===== config.mk =====
export PLATFORM = sky130hd
export DESIGN_NAME = piston_mode_controller
export DESIGN_NICKNAME = d
export VERILOG_FILES = /design/src/rtl/piston_mode_controller_pkg.sv /design/src/rtl/piston_mode_controller_step_tick_gen.sv /design/src/rtl/piston_mode_controller.sv
export SDC_FILE = /design/constraint.sdc
export NUM_CORES = 1
export LEC_CHECK = 0
export CORE_UTILIZATION = 55
export CTS_CLUSTER_DIAMETER = 40
export CTS_CLUSTER_SIZE = 16
export DETAILED_ROUTE_END_ITERATION = 8
export HOLD_SLACK_MARGIN = 0.05
export PLACE_DENSITY = 0.95
export SLEW_MARGIN = 5
export SYNTH_ARGS = -nofsm -noshare
export SYNTH_HDL_FRONTEND = slang
export SYNTH_SLANG_ARGS = --single-unit

===== constraint.sdc =====
create_clock -name clk -period 8 [get_ports clk]
set_clock_uncertainty 0.15 [all_clocks]
set_input_delay 2 -clock clk [delete_from_list [all_inputs] [get_ports clk]]
set_output_delay 2 -clock clk [all_outputs]
set_load 0.01 [all_outputs]

===== src/rtl/piston_mode_controller_pkg.sv =====
// rtl/piston_mode_controller_pkg.sv - shared modes, states, border constants and target arithmetic
package piston_mode_controller_pkg;

    localparam logic [1:0] MODE_MANUAL = 2'b00;
    localparam logic [1:0] MODE_TEMP   = 2'b01;
    localparam logic [1:0] MODE_MOL    = 2'b10;

    typedef enum logic [1:0] {
        ST_MANUAL = 2'd0,
        ST_SWITCH = 2'd1,
        ST_TRACK  = 2'd2,
        ST_HOLD   = 2'd3
    } state_t;

    localparam int BORDER_MIN    = 1;
    localparam int BORDER_MAX    = 200;
    localparam int MOL_BASE      = 201;
    localparam int TEMP_BASE     = 161;
    localparam int STEP_PER_UNIT = 40;

    function automatic logic [1:0] decodeMode(input logic [1:0] sel);
        return (sel == 2'b11) ? MODE_MANUAL : sel;
    endfunction

    // Out-of-range indices are clamped first, then the signed result is saturated to the border range.
    function automatic logic [7:0] borderTarget(input logic useMol, input logic [2:0] tempIdx,
                                                input logic [2:0] moles);
        logic [2:0]        units;
        logic signed [8:0] base;
        logic signed [8:0] raw;
        if (useMol) begin
            units = (moles < 3'd1) ? 3'd1 : ((moles > 3'd5) ? 3'd5 : moles);
            base  = 9'(MOL_BASE);
        end else begin
            units = (tempIdx > 3'd4) ? 3'd4 : tempIdx;
            base  = 9'(TEMP_BASE);
        end
        raw = base - 9'(STEP_PER_UNIT) * $signed({6'd0, units});
        if (raw < 9'(BORDER_MIN)) return 8'(BORDER_MIN);
        if (raw > 9'(BORDER_MAX)) return 8'(BORDER_MAX);
        return raw[7:0];
    endfunction

endpackage


===== src/rtl/piston_mode_controller_step_tick_gen.sv =====
// rtl/piston_mode_controller_step_tick_gen.sv - free-running divider producing one tick every DIV cycles
module step_tick_gen #(
    parameter int DIV = 4
) (
    input  logic clk,
    input  logic clearn,
    output logic tick
);

    localparam int CW = $clog2(DIV);

    logic [CW-1:0] count;

    always_ff @(posedge clk or negedge clearn) begin
        if (!clearn) begin
            count <= '0;
        end else if (count == CW'(DIV - 1)) begin
            count <= '0;
        end else begin
            count <= count + CW'(1);
        end
    end

    assign tick = (count == CW'(DIV - 1));

endmodule


===== src/rtl/piston_mode_controller.sv =====
// rtl/piston_mode_controller.sv - selects piston motion source, computes target border and paces steps
module piston_mode_controller
    import piston_mode_controller_pkg::*;
#(
    parameter int STEP_DIV      = 4,
    parameter int TIMEOUT_TICKS = 255
) (
    input  logic       clk,
    input  logic       clearn,
    input  logic [1:0] mode_sel,
    input  logic       compress_btn,
    input  logic       expand_btn,
    input  logic [2:0] temp,
    input  logic [2:0] num_moles,
    input  logic [7:0] piston_q,
    output logic       step_en,
    output logic       compress,
    output logic       expand,
    output logic [1:0] mode_cur,
    output logic [7:0] target,
    output logic       settled,
    output logic       busy,
    output logic       fault
);

    localparam int TW = $clog2(TIMEOUT_TICKS + 1);

    state_t        state;
    logic          tick;
    logic [1:0]    modeReq;
    logic          modeChange;
    logic          atTarget;
    logic [TW-1:0] toCount;

    step_tick_gen #(.DIV(STEP_DIV)) tickGen (
        .clk    (clk),
        .clearn (clearn),
        .tick   (tick)
    );

    assign modeReq    = decodeMode(mode_sel);
    assign modeChange = (modeReq != mode_cur);
    assign atTarget   = (piston_q == target);

    // Target follows the requested mode so it is already valid when SWITCH hands over to TRACK.
    always_ff @(posedge clk or negedge clearn) begin
        if (!clearn) begin
            target <= 8'(BORDER_MIN);
        end else if (modeReq != MODE_MANUAL) begin
            target <= borderTarget(modeReq == MODE_MOL, temp, num_moles);
        end
    end

    always_ff @(posedge clk or negedge clearn) begin
        if (!clearn) begin
            state    <= ST_MANUAL;
            mode_cur <= MODE_MANUAL;
            toCount  <= '0;
            fault    <= 1'b0;
        end else if (state == ST_SWITCH) begin
            if (tick) begin
                mode_cur <= modeReq;
                fault    <= 1'b0;
                toCount  <= '0;
                state    <= (modeReq == MODE_MANUAL) ? ST_MANUAL : ST_TRACK;
            end
        end else if (modeChange) begin
            state <= ST_SWITCH;
        end else begin
            case (state)
                ST_TRACK: begin
                    if (atTarget) begin
                        state <= ST_HOLD;
                    end else if (tick) begin
                        if (toCount == TW'(TIMEOUT_TICKS - 1)) begin
                            fault <= 1'b1;
                            state <= ST_HOLD;
                        end else begin
                            toCount <= toCount + TW'(1);
                        end
                    end
                end
                ST_HOLD: begin
                    if (!atTarget && !fault) begin
                        state   <= ST_TRACK;
                        toCount <= '0;
                    end
                end
                default: ;
            endcase
        end
    end

    // Direction is decoded from the live state so motion stops the same cycle the piston arrives.
    always_comb begin
        compress = 1'b0;
        expand   = 1'b0;
        if (clearn) begin
            case (state)
                ST_MANUAL: begin
                    compress = compress_btn & ~expand_btn;
                    expand   = expand_btn & ~compress_btn;
                end
                ST_TRACK: begin
                    compress = (piston_q < target);
                    expand   = (piston_q > target);
                end
                default: ;
            endcase
        end
    end

    assign step_en = tick & (compress | expand);
    assign settled = clearn & ((state == ST_TRACK) | (state == ST_HOLD)) & atTarget;
    assign busy    = (state == ST_SWITCH) | (state == ST_TRACK);

endmodule


==> results.md, run 1 <==
CTS:
- The buffer cell driving the clock tree root is clkbuf_4.
- Buffers inserted during clock tree synthesis total 3.
- Counting every sink on the clock net gives 21.
- The TritonCTS clock tree is done.
- CTS built an H-tree with a depth of 1.
- The count of cells resized by post-cts repair is 0.
- The later pin in the worst-skew pair is clocked with a latency of 0.30 ns.
- After clock tree synthesis, the clock-pin slew on the worst setup and hold paths is 0.12 ns.
- The hold-fix buffer count after cts is 0.
- Counting along the longest clock path gives a buffer depth of 2.
- The post-CTS setup repair buffer count is 0.

Setup path:
- The startpoint of the worst-slack reg-to-reg timing path is target[0].
- The critical path data arrival time is 4.12 ns.
- The worst endpoint required time is 5.85 ns.
- The launching element type of the critical path is an input pin.
- The signal on the critical path passes through clkdlybuf4s50_1, ha_1, and4_2, o21ai_0, and3b_1, o21ai_0, and2_1, clkdlybuf4s50_1.
- The critical path class is input pin to output port.
- The peak fanout along the critical path is 3.
- The longest individual stage delay on the worst path is 0.54 ns.
- Tracing the worst setup path back leads to its startpoint at piston_q[5].
- The largest individual stage delay along the critical path comes from the cell clkdlybuf4s50_1.
- The nature of the critical path endpoint is an output port.

Timing:
- The maximum clock frequency is 159 MHz.
- Setup violations remaining at the end of the flow were counted as 0.
- In the finished design, the share of the clock period the worst path needs comes to 0.784.
- Counting I/O delays and the setup requirement, the final critical path takes 6.27 ns.
- The final-layout setup total negative slack is 0 ns.
- Across all hold checks on the routed design, the worst slack comes to 0.284 ns.
- The count of final hold-check violations is 0.
- Setup repair after global routing left no endpoint under its margin.
- The number of pins exceeding their max-slew limit in the final report came to 0.

Yosys:
- The number of storage elements in the synthesis netlist is 21.
- The most common cell in the synthesized netlist is inv_1.
- The post-synth design cell area is 1760 µm².
- The number of distinct standard cells referenced by the synthesized netlist is 54.
- Yosys mapped a number of flops with a built-in enable equal to 0.
- By area the synthesized netlist is led by dfrtp_1 (28%), ha_1 (15%), inv_1 (5.1%), o21ai_0 (4.6%), xnor2_1 (4.0%).
- A synthesized cell averages 8.67 µm².
- The synthesized design spends more area on one cell type than any other, namely dfrtp_1.
- Synthesis produced a netlist whose cell count is 203.
- The sequential share of the synthesized area is 0.299.
- The share of synthesized area in the top cell type comes to 0.284.
- The top flip-flop cell by instance count after synthesis is dfrtp_1.
- The async set or reset register ratio after synthesis is 1.00.
- After synthesis, the most frequently instantiated cells are inv_1 (24), ha_1 (21), dfrtp_1 (20).
- The warning count from the yosys run is 0.

GRT:
- The maximum number of pins on one net before global-route repair is 26.
- The number of antenna violations at the first check in global routing is 0.
- For this run, the total global-route usage over all layers was measured as 0.245.
- The global-route wire length before repair is 6440 µm.
- The total global routing overflow is 0.
- The number of global-route vias before repair is 1529.

Cells and area:
- For this run, the post-layout net count is 278.
- The share of layout cells above drive strength 1 is 0.0847.
- The multi-input combinational cell area is 1100 µm².
- The filler cells instantiated in the layout total 257.
- The repair_antennas step left the layout with diodes totalling 0.
- The total area of sequential cells is 527 µm².
- Compared with the post-synthesis result, the final layout area differs by 21.6%.

Power and ir drop:
- The share of total power dissipated in the clock network is 0.092.
- The fraction of power consumed by sequential logic is 0.317.
- The ratio of total power to cell area is 263 nW/µm².
- The worst IR drop on VDD is 130 µV.
- Of the total power, the share spent switching nets is 0.433.
- The share of power burned in combinational logic is 0.591.
- The power dissipated by switching net loads is 243 µW.
- The cell leakage power is 0.000944 µW.
- The total internal power is 319 µW.

Place:
- The estimated wirelength of the detail-placed design is 2930 µm.
- The quantity of I/O buffers inserted on ports is 33.
- The global placement routability congestion is 0.849.

Route:
- The detail route stage leaves a number of antenna-violating nets equal to 0.
- The total number of vias is 1543.
- In the routed design, unresolved DRC markers number 0.
- In the routed layout, each cell is associated on average with a via count of 5.51.
- The average wire per standard cell is 13.1 µm.
- Wires add up to 3650 µm.
- In this run, the number of DRC markers left after iteration 0 of detailed routing was 59.
- The first detailed-routing pass ran for 4 iterations.

Floorplanning:
- The floorplan row count is 20.
- The overall die area is 3430 µm².
- The starting density of the core is 0.576.
- The core area is 3050 µm².
- The die is 58.6 µm tall.
- 36 I/O pins were placed.
- Measured along the x axis, the die boundary spans 58.6 µm.

Outcome:
- The flow ran to the end, and the final reports show no timing, DRC or antenna violations.

Flow run:
- The reported max-cap violation count is 0.

Min path:
- The startpoint of the most critical hold path is tickGen.count[0].
- The worst min-delay path category is flop to flop.
layout by cell type, fill, tap and decap left out, types with 5 or more instances in the layout:
cell              n
clkdlybuf4s50_1  33
o21ai_0          16
inv_1            24
nor2_1           17
dfrtp_1          20
nor2b_1           5
ha_1             21
a21oi_1          11
xnor2_1           8
nand2_1          13
nand3_1           7
area by class of cell:
type	instances	share of cell area
multi-input combinational	153	0.515
sequential	21	0.246
timing repair buffer	34	0.158
inverter	24	0.0421
tap	44	0.0257
clock buffer	3	0.0105
clock inverter	1	0.00234
cells by family after synthesis:
family | share of synthesized area
AOI/OAI and AO/OA | 0.216
DFF | 0.299
and+or+nand+nor | 0.199
muxes | 0.0185
adders and majority gates | 0.149
xor gates and xnor gates | 0.0398
buffers and inverters | 0.0761
other | 0.00213
state kept, by name, indices dropped and copies added, names as in the netlist:
register,flops
target,6
mode_cur,2
toCount,8
tickGen.count,2
state,2
fault,1
critical path, delay by kind of cell:
family / cells / cell delay, ns
adder cells (fa/ha/maj): 1 / 0.30
AO/OA/AOI/OAI: 2 / 0.25
buffers and inverters: 2 / 0.95
AND/OR/NAND/NOR: 3 / 0.63
through the flow:
| step | total power (µW) | std cells | utilization | setup slack, ns | instance area, µm² |
|---|---|---|---|---|---|
| floorplan | 418 | 204 | - | 2.77 | 1760 |
| global placement | 499 | 276 | 0.692 | 1.78 | 2110 |
| finish | 562 | 280 | 0.701 | 1.73 | 2140 |
| detailed placement | 510 | 276 | 0.692 | 1.77 | 2110 |
| CTS | 565 | 280 | 0.701 | 1.74 | 2140 |
| global route | 613 | 280 | 0.701 | 1.63 | 2140 |
power by group through the flow:
stage / Sequential, µW / Clock [µW] / Combinational [µW]
floorplan: 179 / 0 / 239
global placement: 179 / 0 / 320
CTS: 178 / 54.4 / 332
detailed placement: 180 / 0 / 329
global route: 184 / 59.8 / 369
finish: 178 / 51.5 / 332
path summary, 6_finish.rpt:
kind	to	slack, ns	depth (start not counted)
setup / recovery	expand	1.73	8
setup reg to reg	toCount[2]	5.16	7
hold / removal	tickGen.count[0]	0.28	1
min in group asynchronous	toCount[7]	1.89	2
hold reg to reg	tickGen.count[0]	0.28	1
max in group asynchronous	target[0]	5.52	2
per-layer routing:
| layer | GRT usage | routed length (µm) | vias to the layer above |
|---|---|---|---|
| met3 | 0.0198 | 70 | 4 |
| met4 | 0.0884 | 42 | 0 |
| met1 | 0.297 | 1680 | 726 |
| met2 | 0.453 | 1860 | 28 |
| li1 | - | - | 785 |
| met5 | 0 | 0 | - |
No activity file was read; power rests on OpenSTA's default activity.
==> run 2, diff against run 1 <==
--- a/config.mk
+++ b/config.mk
@@ -5,12 +5,12 @@
 export SDC_FILE = /design/constraint.sdc
 export NUM_CORES = 1
 export LEC_CHECK = 0
-export CORE_UTILIZATION = 55
+export CORE_UTILIZATION = 52
 export CTS_CLUSTER_DIAMETER = 40
 export CTS_CLUSTER_SIZE = 16
 export DETAILED_ROUTE_END_ITERATION = 8
 export HOLD_SLACK_MARGIN = 0.05
-export PLACE_DENSITY = 0.95
+export PLACE_DENSITY = 0.91
 export SLEW_MARGIN = 5
 export SYNTH_ARGS = -nofsm -noshare
 export SYNTH_HDL_FRONTEND = slang
==> constraint.sdc (replaced) <==
create_clock -name clk -period 6.12 [get_ports clk]
set_clock_uncertainty 0.15 [all_clocks]
set_input_delay 1.53 -clock clk [delete_from_list [all_inputs] [get_ports clk]]
set_output_delay 1.53 -clock clk [all_outputs]
set_load 0.01 [all_outputs]
==> run 2 against run 1 <==
Net effect:
- via count grew 4.7%
- critical path depth unchanged
- utilization shrank 1.7 points
- sequential cell count did not move
- first-iteration DRC count rose by 20%
- global-route usage decreased by 1.1 points
- sequential power rose by 31%
- combinational power increased by 32%
- critical endpoint is now step_en
==> results.md, run 2 (synthesized netlist as in run 1, its figures left out) <==
Cells and area:
- The filler cells instantiated in the layout total 249.
- Summing all non-filler instances in the final layout gives an area of 2140 µm².
- The layout net count is 278.
- In the layout the commonest cells are clkdlybuf4s50_1 (33), inv_1 (24), ha_1 (21).
- The most common cell after layout, fill and taps aside is clkdlybuf4s50_1.
- The number of flip-flops in the largest register is 8.
- The share of layout cells above drive strength 1 is 0.0847.
- Relative to the synthesized area, the layout overhead comes to 21.6%.
- The antenna diode count is 0.
- The register with the highest flop count is toCount.
- In the final layout, the registers with the most flip-flops are toCount: 8 flops, target: 6 flops.

GRT:
- Global routing finished with a remaining overflow of 0.
- In the global route stage, overall resource usage came out at 0.234.
- The number of antenna violations at the first check in global routing came to 0.
- The global-route wire length before repair is 6280 µm.
- Entering global routing, the biggest net connects 14 pins.
- The number of global-route vias before repair is 1508.

Floorplanning:
- The die is 60.2 µm wide.
- In this run the vertical extent of the chip is 60.2 µm.
- The floorplan step defined a die boundary enclosing 3620 µm².
- During I/O placement, the number of pins put on the boundary was 36.
- The initial utilization of the core area, before any placement, comes to 0.562.
- The core region is 3130 µm².
- In this run the core area contains 20 standard-cell rows.

Setup path:
- The peak fanout along the critical path is 3.
- The critical path data arrival time is 3.68 ns.
- The signal on the critical path passes through clkdlybuf4s50_1, ha_1, and4_2, o21ai_0, and3b_1, o21ai_0, a21oi_1, clkdlybuf4s50_1.
- In this design, the largest share of critical-path delay is due to buffers and inverters.
- The critical path class is input pin to output port.
- The longest individual stage delay on the worst path is 0.56 ns.
- The slowest cell on the critical path is clkdlybuf4s50_1.
- The worst endpoint required time is 4.44 ns.
- The worst setup path is captured at an output port.
- The launching element type of the critical path is an input pin.
- The number of buffers and inverters on the critical path is 2.

Route:
- The residual DRC count is 0.
- The total number of vias is 1616.
- The detailed router finished its first iteration with 71 violations.
- In the final routed layout, each cell accounts on average for 13.5 µm.
- The final wirelength is 3790 µm.
- Dividing the detail-routed via count by the number of cells gives 5.77.
- Once detail routing completed, the nets flagged for antenna violations numbered 0.
- The first detailed-routing pass ran for 5 iterations.

CTS:
- After clock tree synthesis, the clock-pin slew on the worst setup and hold paths is 0.11 ns.
- The TritonCTS clock tree is done.
- The hold-fix buffer count after cts is 0.
- The buffer cell driving the clock tree root is clkbuf_4.
- The total number of clock tree sinks is 21.
- In this run the deepest clock path goes through 2 buffers.
- The number of H-tree branching levels is 1.
- The CTS buffer count is 3.
- Once the clock tree was built, the setup fixing pass inserted 0 buffers.
- Gates resized during post-CTS repair numbered 0.
- The clock latency reported for the late side of the worst-skew pair is 0.32 ns.

Timing:
- The share of the clock period used by the worst path after layout is 0.876.
- The worst max-slew margin expressed relative to the limit is 0.621.
- The final-report setup violation count is 0.
- Setup repair after global routing left no endpoint under its margin.
- The number of pins exceeding their max-slew limit in the final report came to 0.
- Static timing analysis puts the maximum clock frequency at 187 MHz.
- The transition time of the tightest slew-check pin is 0.566 ns.
- The count of final hold-check violations is 0.
- The time the worst path needs with I/O delays and setup is 5.36 ns.
- For the final routed database, the setup TNS stands at 0 ns.

Place:
- The global placement routability congestion is 0.905.
- The placed cell area is 2110 µm².
- After legalization and detailed placement, the total HPWL measured 3000 µm.
- Input and output buffers added on the ports amount to 33.

Power and ir drop:
- The worst IR drop on VDD is 179 µV.
- For this design the ratio of total power to cell area is 347 nW/µm².
- The analysis attributes to cell leakage a power of 0.000944 µW.

Outcome:
- The run finished with clean final reports.

Min path:
- The path class of the tightest hold or removal check is flop to flop.

Flow run:
- The tool flagged a number of max-cap violations equal to 0.
-- run 2: cell counts in the layout (fill, tap and decap cells not counted) --
Identical to the previous run, type by type.
-- run 2: worst paths after layout --
check	startpoint	slack, ns	depth (start not counted)	to
worst max-delay path	piston_q[7]	0.76	8	step_en
worst min-delay path	tickGen.count[0]	0.29	1	tickGen.count[0]
worst max register to register	target[0]	3.28	7	toCount[2]
worst min register to register	tickGen.count[0]	0.29	1	tickGen.count[0]
max in group asynchronous	clearn	3.82	2	tickGen.count[1]
min in group asynchronous	clearn	1.41	1	target[7]
-- run 2: report_power, final --
| group | internal (µW) | total [µW] | switching (µW) |
|---|---|---|---|
| sequential | 185 | 234 | 49.0 |
| combinational | 207 | 439 | 232 |
| clock | 24.5 | 69.6 | 45.1 |
-- run 2: layout make-up --
type	instances	area [µm²]	area share
Inverter	24	90.1	0.0421
Multi-Input combinational cell	153	1100	0.515
Tap cell	44	55.1	0.0257
Sequential cell	21	527	0.246
Clock buffer	3	22.5	0.0105
Clock inverter	1	5.00	0.00234
Timing Repair Buffer	34	338	0.158
-- run 2: metal layers --
metal | vias to the layer above | global-route usage | wire (µm)
met1 | 778 | 0.273 | 1770
li1 | 786 | - | -
met3 | 9 | 0.0303 | 132
met4 | 0 | 0.116 | 95
met5 | - | 0 | 0
met2 | 43 | 0.414 | 1800
-- run 2: worst reg2reg max path: cells and delay by family (launching register included) --
kind	cells	cell delay (ns)
simple gates	3	0.92
fa+ha+maj	1	0.22
flops	1	0.58
compound gates	3	0.87
-- run 2: through the flow --
| step | utilization | hold slack [ns] | worst slack, ns | power [µW] | std cells |
|---|---|---|---|---|---|
| floorplan | - | 0.253 | 1.56 | 546 | 204 |
| global placement | 0.675 | 0.267 | 0.840 | 655 | 276 |
| detailed placement | 0.675 | 0.280 | 0.796 | 668 | 276 |
| CTS | 0.684 | 0.296 | 0.771 | 740 | 280 |
| global route | 0.684 | 0.315 | 0.667 | 802 | 280 |
| finish | 0.684 | 0.292 | 0.761 | 742 | 280 |
==> run 3, diff against run 2 <==
--- a/config.mk
+++ b/config.mk
@@ -11,6 +11,7 @@
 export DETAILED_ROUTE_END_ITERATION = 8
 export HOLD_SLACK_MARGIN = 0.05
 export PLACE_DENSITY = 0.91
+export REMOVE_ABC_BUFFERS = 1
 export SLEW_MARGIN = 5
 export SYNTH_ARGS = -nofsm -noshare
 export SYNTH_HDL_FRONTEND = slang
==> run 3 against run 2 <==
Net effect:
- cell count unchanged
- combinational power about the same
- clock power down 3.2%
==> results.md, run 3 (synthesized netlist as in run 1, its figures left out) <==
Setup path:
- The most critical setup path has its startpoint at piston_q[7].
- The cell family with the largest share of critical-path delay is buffers and inverters.
- The peak fanout along the critical path is 3.
- Traced cell by cell, the critical path runs through clkdlybuf4s50_1, ha_1, and4_2, o21ai_0, and3b_1, o21ai_0, a21oi_1, clkdlybuf4s50_1.
- In this run the number of cells on the critical path is 8.
- The slowest cell on the critical path is clkdlybuf4s50_1.
- Data arrives at the worst endpoint at 3.68 ns.
- The critical path class is input pin to output port.
- The longest individual stage delay on the worst path is 0.57 ns.
- The number of cells on the worst reg-to-reg path is 7.
- The number of buffers and inverters on the critical path is 2.
- The worst endpoint required time is 4.44 ns.
- STA classifies the critical path startpoint as an input pin.
- The worst register-to-register path begins at target[0].
- The nature of the critical path endpoint is an output port.

Floorplanning:
- The overall die area is 3620 µm².
- The core area is 3130 µm².
- The floorplan row count is 20.
- The die is 60.2 µm wide.
- The die outline height is 60.2 µm.
- The initial utilization of the core area, before any placement, comes to 0.562.
- During I/O placement, the number of pins put on the boundary was 36.

CTS:
- In this run the number of H-tree levels came out at 1.
- The count of cells resized by post-cts repair is 0.
- The buffer cell driving the clock tree root is clkbuf_4.
- Hold repair after CTS inserted 0 buffers.
- The CTS buffer count is 3.
- Buffers added to address setup during post-CTS repair amount to 0.
- TritonCTS built the clock tree.
- At the later pin of the worst-skew pair, clock insertion delay measures 0.30 ns.
- The total number of clock tree sinks is 21.
- Clock-pin slew was measured on the worst setup and hold paths at 0.12 ns.
- The clock passes through at most 2 buffers.

Timing:
- Of the available clock period, the critical path in the final layout requires 0.875.
- The count of final hold-check violations was 0.
- Setup repair after global routing left no endpoint under its margin.
- Headroom to the max-slew limit came out at 0.494.
- The number of pins exceeding their max-slew limit in the final report is 0.
- The time the worst path needs with I/O delays and setup is 5.36 ns.
- Setup total negative slack on the finished layout was measured at 0 ns.
- The final-report setup violation count is 0.
- For the pin with the worst max-slew slack, the measured transition is 0.756 ns.
- Derived from the worst setup path, the maximum achievable clock frequency is 187 MHz.

GRT:
- The first global-routing pass estimated 6620 µm of wire.
- Entering global routing, the biggest net connects 19 pins.
- Across every metal layer, demand over resource in global routing totals 0.246.
- The number of global-route vias before repair is 1545.
- The number of antenna violations at the first check in global routing came to 0.
- After global routing the overflow that remains totals 0.

Place:
- Summed over all nets, the half-perimeter wirelength after detailed placement is 3120 µm.
- The quantity of I/O buffers inserted on ports is 33.
- The congestion estimate from routability-driven global placement came to 0.908.

Power and ir drop:
- The worst IR drop on VDD is 164 µV.
- For this design the ratio of total power to cell area is 347 nW/µm².
- For this design the static power due to leakage is 0.000944 µW.

Cells and area:
- The register with the most flip-flops in the layout has 8 of them.
- The register with the highest flop count is toCount.
- The share of layout cells above drive strength 1 is 0.0847.
- In the final layout, the registers with the most flip-flops are toCount: 8 flops, target: 6 flops.
- The library cell used most frequently in the layout, excluding fill and tap cells, is clkdlybuf4s50_1.
- After the last flow step, the layout net total stands at 278.
- In the layout the commonest cells are clkdlybuf4s50_1 (33), inv_1 (24), ha_1 (21).
- The antenna diode count is 0.
- Once layout is complete, the utilization of the core stands at 0.684.
- The area added between synthesis and finish is 21.6%.

Min path:
- In this run the most critical hold path is launched from tickGen.count[0].
- Counting instances, the worst hold path has a depth of 1.
- The worst hold path belongs to the class flop to flop.

Flow run:
- Across the run, the number of max-cap violations was 0.

Route:
- For this run, design rule violations remaining after detail routing come to 0.
- Wires add up to 3810 µm.
- The total number of vias is 1600.
- The count of antenna-violating nets left after detailed routing is 0.
- For this block, the initial DRC count from the detailed router was 100.
- In the routed layout, each cell is associated on average with a via count of 5.71.
- The average wire per standard cell is 13.6 µm.
- The first TritonRoute pass finished after 4 iterations.

Outcome:
- The run finished with clean final reports.
run 3: cell counts in the layout (fill, tap and decap cells not counted):
Identical to the previous run, type by type.
run 3: power by group:
part           switching [µW]  internal (µW)
logic                     234            207
clock network            43.0           24.4
registers                47.8            185
run 3: final timing paths:
path	end	slack, ns
max	step_en	0.76
min	tickGen.count[0]	0.29
max reg2reg	toCount[2]	3.29
min reg2reg	tickGen.count[0]	0.29
max in group asynchronous	toCount[5]	3.72
min in group asynchronous	tickGen.count[0]	1.51
run 3: routing by layer:
layer / share of wire / wire (µm) / GRT usage / up-vias
li1: - / - / - / 785
met4: 0.018 / 68 / 0.0930 / 0
met2: 0.49 / 1880 / 0.436 / 47
met3: 0.043 / 162 / 0.0433 / 8
met5: 0 / 0 / 0 / -
met1: 0.45 / 1700 / 0.291 / 760
run 3: stage by stage:
step           worst slack [ns]  std cells  area [µm²]  hold slack, ns  power, µW
5_1_grt                   0.607        280        2140           0.310        812
2_1_floorplan              1.61        198        1720           0.253        525
6_report                  0.764        280        2140           0.286        742
4_1_cts                   0.772        280        2140           0.290        741
3_5_place_dp              0.787        276        2110           0.271        673
3_3_place_gp              0.837        276        2110           0.266        654
run 3: area by class of cell:
type / instances / area [µm²]
Multi-Input combinational cell: 153 / 1100
Fill cell: 267 / 988
Sequential cell: 21 / 527
Timing Repair Buffer: 34 / 338
Inverter: 24 / 90.1
Tap cell: 44 / 55.1
Clock buffer: 3 / 22.5
Clock inverter: 1 / 5.00
run 3: worst reg2reg max path: stages (launching register included):
cell and delay [ns]:
dfstp_2 0.58, ha_1 0.23, and4bb_1 0.23, and2_2 0.21
o21ai_1 0.26, a21oi_1 0.22, or3_1 0.48, a221o_1 0.38
